`config.mk`:
```
export PLATFORM = sky130hd
export DESIGN_NAME = pool_stream_flat
export DESIGN_NICKNAME = d
export VERILOG_FILES = /design/src/rtl/pool_stream_pkg.sv /design/src/rtl/pool_stream_if.sv /design/src/rtl/pool_reduce4.sv /design/src/rtl/pool_stream.sv /design/src/flat_wrapper.sv
export SDC_FILE = /design/constraint.sdc
export NUM_CORES = 2
export LEC_CHECK = 0
export ABC_AREA = 1
export BUFFER_PORTS_ARGS = -buffer_cell sky130_fd_sc_hd__buf_2
export CORE_MARGIN = 2
export CORE_UTILIZATION = 45
export CTS_CLUSTER_SIZE = 10
export DETAILED_ROUTE_END_ITERATION = 12
export MAX_ROUTING_LAYER = met4
export PLACE_DENSITY = 0.65
export SYNTH_ARGS = -nofsm -noshare
export SYNTH_HDL_FRONTEND = slang
export SYNTH_SLANG_ARGS = --single-unit
```
`constraint.sdc`:
```
create_clock -name clk -period 4.15 [get_ports clk]
set_input_delay 1.0375 -clock clk [delete_from_list [all_inputs] [get_ports clk]]
set_output_delay 1.0375 -clock clk [all_outputs]
set_load 0.01 [all_outputs]
```
`src/rtl/pool_stream_pkg.sv`:
```
// Shared constants and state type for the 2x2 row-pair pooling engine.
package pool_pkg;

   localparam logic POOL_MAX = 1'b0;
   localparam logic POOL_AVG = 1'b1;

   typedef enum logic {
      FIRST  = 1'b0,
      SECOND = 1'b1
   } pool_state_e;

endpackage

```
`src/rtl/pool_stream_if.sv`:
```
// Row-in / pooled-row-out stream bundle for pool_stream.
// Handshake: a beat transfers on a rising clk edge where valid && ready are both high;
// the source holds data/last stable while valid && !ready and never drops valid before transfer.
interface pool_stream_if #(
   parameter int ByteWidth = 22,
   parameter int DataWidth = 8
);
   localparam int InW  = ByteWidth * DataWidth;
   localparam int OutW = (ByteWidth / 2) * DataWidth;

   logic            mode;
   logic            in_valid;
   logic            in_ready;
   logic [InW-1:0]  in_data;
   logic            in_last;
   logic            out_valid;
   logic            out_ready;
   logic [OutW-1:0] out_data;
   logic            out_last;
   logic            err_odd_frame;

   modport slave (
      input  mode, in_valid, in_data, in_last, out_ready,
      output in_ready, out_valid, out_data, out_last, err_odd_frame
   );

   modport master (
      output mode, in_valid, in_data, in_last, out_ready,
      input  in_ready, out_valid, out_data, out_last, err_odd_frame
   );
endinterface

```
`src/rtl/pool_reduce4.sv`:
```
// Combinational max / rounded average of one 2x2 window.
module pool_reduce4
   import pool_pkg::*;
#(
   parameter int DataWidth = 8,
   parameter int Signed    = 0
) (
   input  logic [DataWidth-1:0] a,
   input  logic [DataWidth-1:0] b,
   input  logic [DataWidth-1:0] c,
   input  logic [DataWidth-1:0] d,
   input  logic                 mode,
   output logic [DataWidth-1:0] result
);
   localparam int SumW = DataWidth + 2;
   localparam logic [SumW-1:0] Round = SumW'(2);

   // Two guard bits: enough for a four-term sum, and keeps unsigned values positive
   // so one signed compare serves both element encodings.
   function automatic logic signed [SumW-1:0] ext(input logic [DataWidth-1:0] v);
      if (Signed != 0) ext = {{2{v[DataWidth-1]}}, v};
      else             ext = {2'b00, v};
   endfunction

   logic signed [SumW-1:0] ea, eb, ec, ed, mab, mcd;
   logic [DataWidth-1:0]   vab, vcd, mx;
   logic [SumW-1:0]        sum;
   logic                   gt_ab, gt_cd;

   always_comb begin
      ea    = ext(a);
      eb    = ext(b);
      ec    = ext(c);
      ed    = ext(d);
      gt_ab = ea > eb;
      gt_cd = ec > ed;
      mab   = gt_ab ? ea : eb;
      mcd   = gt_cd ? ec : ed;
      vab   = gt_ab ? a : b;
      vcd   = gt_cd ? c : d;
      mx    = (mab > mcd) ? vab : vcd;
      sum   = ea + eb + ec + ed + Round;
      // Dropping the two low bits of the rounded sum is the arithmetic shift plus truncation.
      result = (mode == POOL_AVG) ? sum[SumW-1:2] : mx;
   end
endmodule

```
`src/rtl/pool_stream.sv`:
```
// Streaming 2x2 pooling: buffers the even row of each pair, emits one half-width row per odd row.
module pool_stream
   import pool_pkg::*;
#(
   parameter int ByteWidth = 22,
   parameter int DataWidth = 8,
   parameter int Signed    = 0
) (
   input  logic        clk,
   input  logic        rst,
   pool_stream_if.slave bus,
   output pool_state_e state_dbg
);
   localparam int InW  = ByteWidth * DataWidth;
   localparam int OutW = (ByteWidth / 2) * DataWidth;

   pool_state_e     state;
   logic [InW-1:0]  line_buf;
   logic [OutW-1:0] reduced;
   logic [OutW-1:0] out_data_q;
   logic            out_valid_q;
   logic            out_last_q;
   logic            err_q;
   logic            in_ready_c;
   logic            accept;

   for (genvar j = 0; j < ByteWidth / 2; j++) begin : g_win
      pool_reduce4 #(
         .DataWidth(DataWidth),
         .Signed   (Signed)
      ) u_reduce (
         .a     (line_buf[(2*j)*DataWidth +: DataWidth]),
         .b     (line_buf[(2*j+1)*DataWidth +: DataWidth]),
         .c     (bus.in_data[(2*j)*DataWidth +: DataWidth]),
         .d     (bus.in_data[(2*j+1)*DataWidth +: DataWidth]),
         .mode  (bus.mode),
         .result(reduced[j*DataWidth +: DataWidth])
      );
   end

   // The even row never touches the output register, so it is always accepted.
   always_comb begin
      in_ready_c = 1'b0;
      if (!rst) in_ready_c = (state == FIRST) || !out_valid_q || bus.out_ready;
   end

   assign accept = bus.in_valid && in_ready_c;

   always_ff @(posedge clk) begin
      if (rst) begin
         state       <= FIRST;
         line_buf    <= '0;
         out_data_q  <= '0;
         out_valid_q <= 1'b0;
         out_last_q  <= 1'b0;
         err_q       <= 1'b0;
      end else begin
         err_q <= 1'b0;
         if (out_valid_q && bus.out_ready) out_valid_q <= 1'b0;
         if (accept) begin
            case (state)
               FIRST: begin
                  // A frame closing on an even row has no partner; drop it and flag it.
                  if (bus.in_last) begin
                     err_q <= 1'b1;
                  end else begin
                     line_buf <= bus.in_data;
                     state    <= SECOND;
                  end
               end
               SECOND: begin
                  out_data_q  <= reduced;
                  out_valid_q <= 1'b1;
                  out_last_q  <= bus.in_last;
                  state       <= FIRST;
               end
               default: state <= FIRST;
            endcase
         end
      end
   end

   assign bus.in_ready      = in_ready_c;
   assign bus.out_valid     = out_valid_q;
   assign bus.out_data      = out_data_q;
   assign bus.out_last      = out_last_q;
   assign bus.err_odd_frame = err_q;
   assign state_dbg         = state;
endmodule

```
`src/flat_wrapper.sv`:
```
// flat-port wrapper written by rule: the top's interface ports become plain ports
module pool_stream_flat import pool_pkg::*;
#(
   parameter int ByteWidth = 22,
   parameter int DataWidth = 8,
   parameter int Signed    = 0
)
  (clk, rst, state_dbg, bus_mode, bus_in_valid, bus_in_data, bus_in_last, bus_out_ready, bus_in_ready, bus_out_valid, bus_out_data, bus_out_last, bus_err_odd_frame);
  pool_stream_if #(.ByteWidth(ByteWidth), .DataWidth(DataWidth)) bus_i ();
  input  logic clk;
  input  logic rst;
  output pool_state_e state_dbg;
  input wire logic [$bits(bus_i.mode)-1:0] bus_mode;
  input wire logic [$bits(bus_i.in_valid)-1:0] bus_in_valid;
  input wire logic [$bits(bus_i.in_data)-1:0] bus_in_data;
  input wire logic [$bits(bus_i.in_last)-1:0] bus_in_last;
  input wire logic [$bits(bus_i.out_ready)-1:0] bus_out_ready;
  output wire logic [$bits(bus_i.in_ready)-1:0] bus_in_ready;
  output wire logic [$bits(bus_i.out_valid)-1:0] bus_out_valid;
  output wire logic [$bits(bus_i.out_data)-1:0] bus_out_data;
  output wire logic [$bits(bus_i.out_last)-1:0] bus_out_last;
  output wire logic [$bits(bus_i.err_odd_frame)-1:0] bus_err_odd_frame;
  assign bus_i.mode = bus_mode;
  assign bus_i.in_valid = bus_in_valid;
  assign bus_i.in_data = bus_in_data;
  assign bus_i.in_last = bus_in_last;
  assign bus_i.out_ready = bus_out_ready;
  assign bus_in_ready = bus_i.in_ready;
  assign bus_out_valid = bus_i.out_valid;
  assign bus_out_data = bus_i.out_data;
  assign bus_out_last = bus_i.out_last;
  assign bus_err_odd_frame = bus_i.err_odd_frame;
  pool_stream #(.ByteWidth(ByteWidth), .DataWidth(DataWidth), .Signed(Signed)) u_core (.clk(clk), .rst(rst), .bus(bus_i), .state_dbg(state_dbg));
endmodule
```
==> reports/summary.txt <==
status: completed
die height: 251 um
drt wl/cell: 16.0 um
Die Width: 251 um
synthesized flop and latch total: 268
hold path depth: 2
Cell Chain, Critical Path: inv_1 -> ha_1 -> nand2_1 -> nor2_1 -> nand4_2 -> nand2_1 -> nand2_1 -> and2_1 -> ha_1 -> nand2_1 -> nor2_1 -> nor2_1 -> a21oi_1 -> buf_4 -> nand3_1 -> nand3_1 -> a21oi_1
worst clock skew: 0.0197 ns
Final Wtd Congestion: 0.904
Reg clk slew, reported paths: 0.06 ns
crit path max fanout: 9
Max-slew headroom: 26.4%
CP delay by family, top: simple AND/OR/NAND/NOR gates
CTS-repair resized insts: 0
CP max stage cell: dfxtp_1
FF-to-FF path depth: 17
crit-path max cell delay: 0.43 ns
CTS tree: yes
most used cell, CP: nand2_1
root buffer cell: clkbuf_16
buffers added on ports: 274
clk buf depth: 3
hold crit path type: flop to flop
Post-CTS Hold Buffers: 0
Arr. time, crit path: 4.13 ns
post-CTS setup buffers: 0
I/O pins: 275
PD cells: 352 mW/mm^2
largest net degree at the start of global routing: 226
clock sink count: 268
max_cap viols: 0
Post-Route WL: 80800 um
Finished Cell Area: 0.0312 mm^2
ys async rst share: 0%
Mapped Cells: 3954
post-layout min period: 3.69 ns
DR DRC count: 0
peak supply drop: 297 uV
Area contributors post-synth: dfxtp_1, ha_1, nand2_1
setup violators final: 0
Final Hold Fails: 0
core area: 0.0604 mm^2
Max Clk Rate: 271 MHz
drt first pass iters: 5
routed vias: 26600
syn_nets: 4664
Avg Cell Area, Syn: 6.95 um^2
GR Overflow Total: 0
H-Tree Depth: 2
Startpoint Class: flop
Initial Utilization: 45.5%
Post-synth top flop: dfxtp_1
Buf/Inv on CP: 2
most common cell in the netlist: nand2_1
post-synth top area cell: dfxtp_1
fin. max-slew vios: 0
Crit Path Class: flop to flop
initial antenna violation count: 15
Worst Setup End Kind: flop
clk_lat worst skew: 0.57 ns
first-pass GRT wire length: 132000 um
DP HPWL: 61300 um
CP required: 4.60 ns
vias per cell: 5.27
Least-Margin Pin Slew: 1.10 ns
Routed Antenna Nets: 0
fin nets: 4933
Yosys cell types: 35
CTS buffer count: 39
number of global-route vias before repair: 25900
R2R setup slack: 0.46 ns
final clock period utilization by the worst path: 88.9%
Yosys warnings: 0
share of cells above drive strength 1: 9.95%
share of the synthesized area in the top cell type: 19.5%
die footprint: 0.0631 mm^2
Rows: 90
Synth top cells by count: nand2_1, inv_1, nand3_1
post-synthesis sequential area ratio: 19.5%
Post-synth EDFFs: 0
synthesized area: 0.0275 mm^2
Leak: 16.6 nW
gr usage total: 26.5%
Setup TNS Final: 0 ns
unrepaired setup endpoints after global routing: false
DP Area: 0.0299 mm^2
CP Depth: 17
Synth-to-Final Area Change: 13.4%
DRT iter0 DRCs: 1501
==> routing by layer <==
layer | vias to the layer above | share of wire [%] | global-route usage [%]
met5 | - | 0 | -
met4 | 0 | 2.6 | 7.72
li1 | 13600 | - | -
met1 | 12300 | 45 | 33.6
met2 | 598 | 47 | 43.8
met3 | 130 | 5.4 | 3.81
==> stage by stage <==
step | hold WS [ns] | total power, W | utilization (%) | setup WS (ns) | cells
CTS | 0.453 | 0.0111 | 51.6 | 0.534 | 5034
global route | 0.464 | 0.0119 | 51.6 | 0.186 | 5044
finish | 0.451 | 0.0110 | 51.6 | 0.462 | 5044
floorplan | 0.473 | 0.00628 | - | 0.599 | 3954
global placement | 0.437 | 0.00755 | 49.5 | 0.0155 | 4964
detailed placement | 0.439 | 0.00760 | 49.5 | 0.0263 | 4964
==> placed cells by master, fill, tap and decap left out, drive strengths merged, types with 10 or more instances in the layout <==
cell type / instances
nand2: 885
inv: 527
nand3: 483
ha: 363
a21oi: 360
buf: 340
o21ai: 309
dfxtp: 268
nor2: 249
fa: 165
clkbuf: 61
and2: 52
a21o: 35
o21a: 27
o21bai: 26
nand3b: 24
nand4: 23
nor3: 20
diode: 10
xnor2: 10
==> layout make-up <==
type / instances / area, um^2
clock inverters: 9 / 114
fillers: 6110 / 29200
diodes: 10 / 25.0
multi-input cells: 3048 / 19600
repair buffers: 340 / 1940
clock buffers: 61 / 1160
flip-flops and latches: 268 / 5370
well taps: 782 / 978
inverters: 526 / 1990
==> worst reg2reg max path: stages, from the launching register on <==
cell	delay, ns
dfxtp_1	0.43
inv_1	0.07
ha_1	0.30
nand2_1	0.07
nor2_1	0.26
nand4_2	0.33
nand2_1	0.41
nand2_1	0.11
and2_1	0.16
ha_1	0.29
nand2_1	0.09
nor2_1	0.11
nor2_1	0.06
a21oi_1	0.40
buf_4	0.22
nand3_1	0.08
nand3_1	0.13
a21oi_1	0.08
==> path summary, 6_finish.rpt <==
| kind | endpoint | startpoint |
|---|---|---|
| setup / recovery | u_core.bus.out_data[64]$_SDFFE_PP0P_ | u_core.line_buf[141]$_SDFFE_PP0P_ |
| hold / removal | u_core.bus.out_data[23]$_SDFFE_PP0P_ | u_core.bus.out_data[23]$_SDFFE_PP0P_ |
| setup reg to reg | u_core.bus.out_data[64]$_SDFFE_PP0P_ | u_core.line_buf[141]$_SDFFE_PP0P_ |
| hold reg to reg | u_core.bus.out_data[23]$_SDFFE_PP0P_ | u_core.bus.out_data[23]$_SDFFE_PP0P_ |
==> kinds of logic (layout without fill, tap and decap cells) <==
kind of cell,count (synthesis),in the layout,share of synthesized area (%)
fa+ha+maj,528,528,28.6
flops,268,268,19.5
buf+inv,638,936,9.22
other cells,0,10,0
xor+xnor,13,13,0.414
compound gates,767,767,14.9
simple gates,1740,1740,27.4
==> flip-flops by register name (all words and copies together) (netlist names) <==
name	flops
u_core.bus.out_data	88
u_core.state_dbg	1
u_core.bus.out_last	1
u_core.bus.out_valid	1
u_core.line_buf	176
u_core.bus.err_odd_frame	1
==> where the power goes <==
group,internal (W),total (W),leakage (nW),switching (W)
registers,0.00269,0.00282,2.18,0.000135
clock network,0.00204,0.00338,0.625,0.00134
logic,0.00183,0.00476,13.8,0.00293
Power figures use the tool's default switching activity.
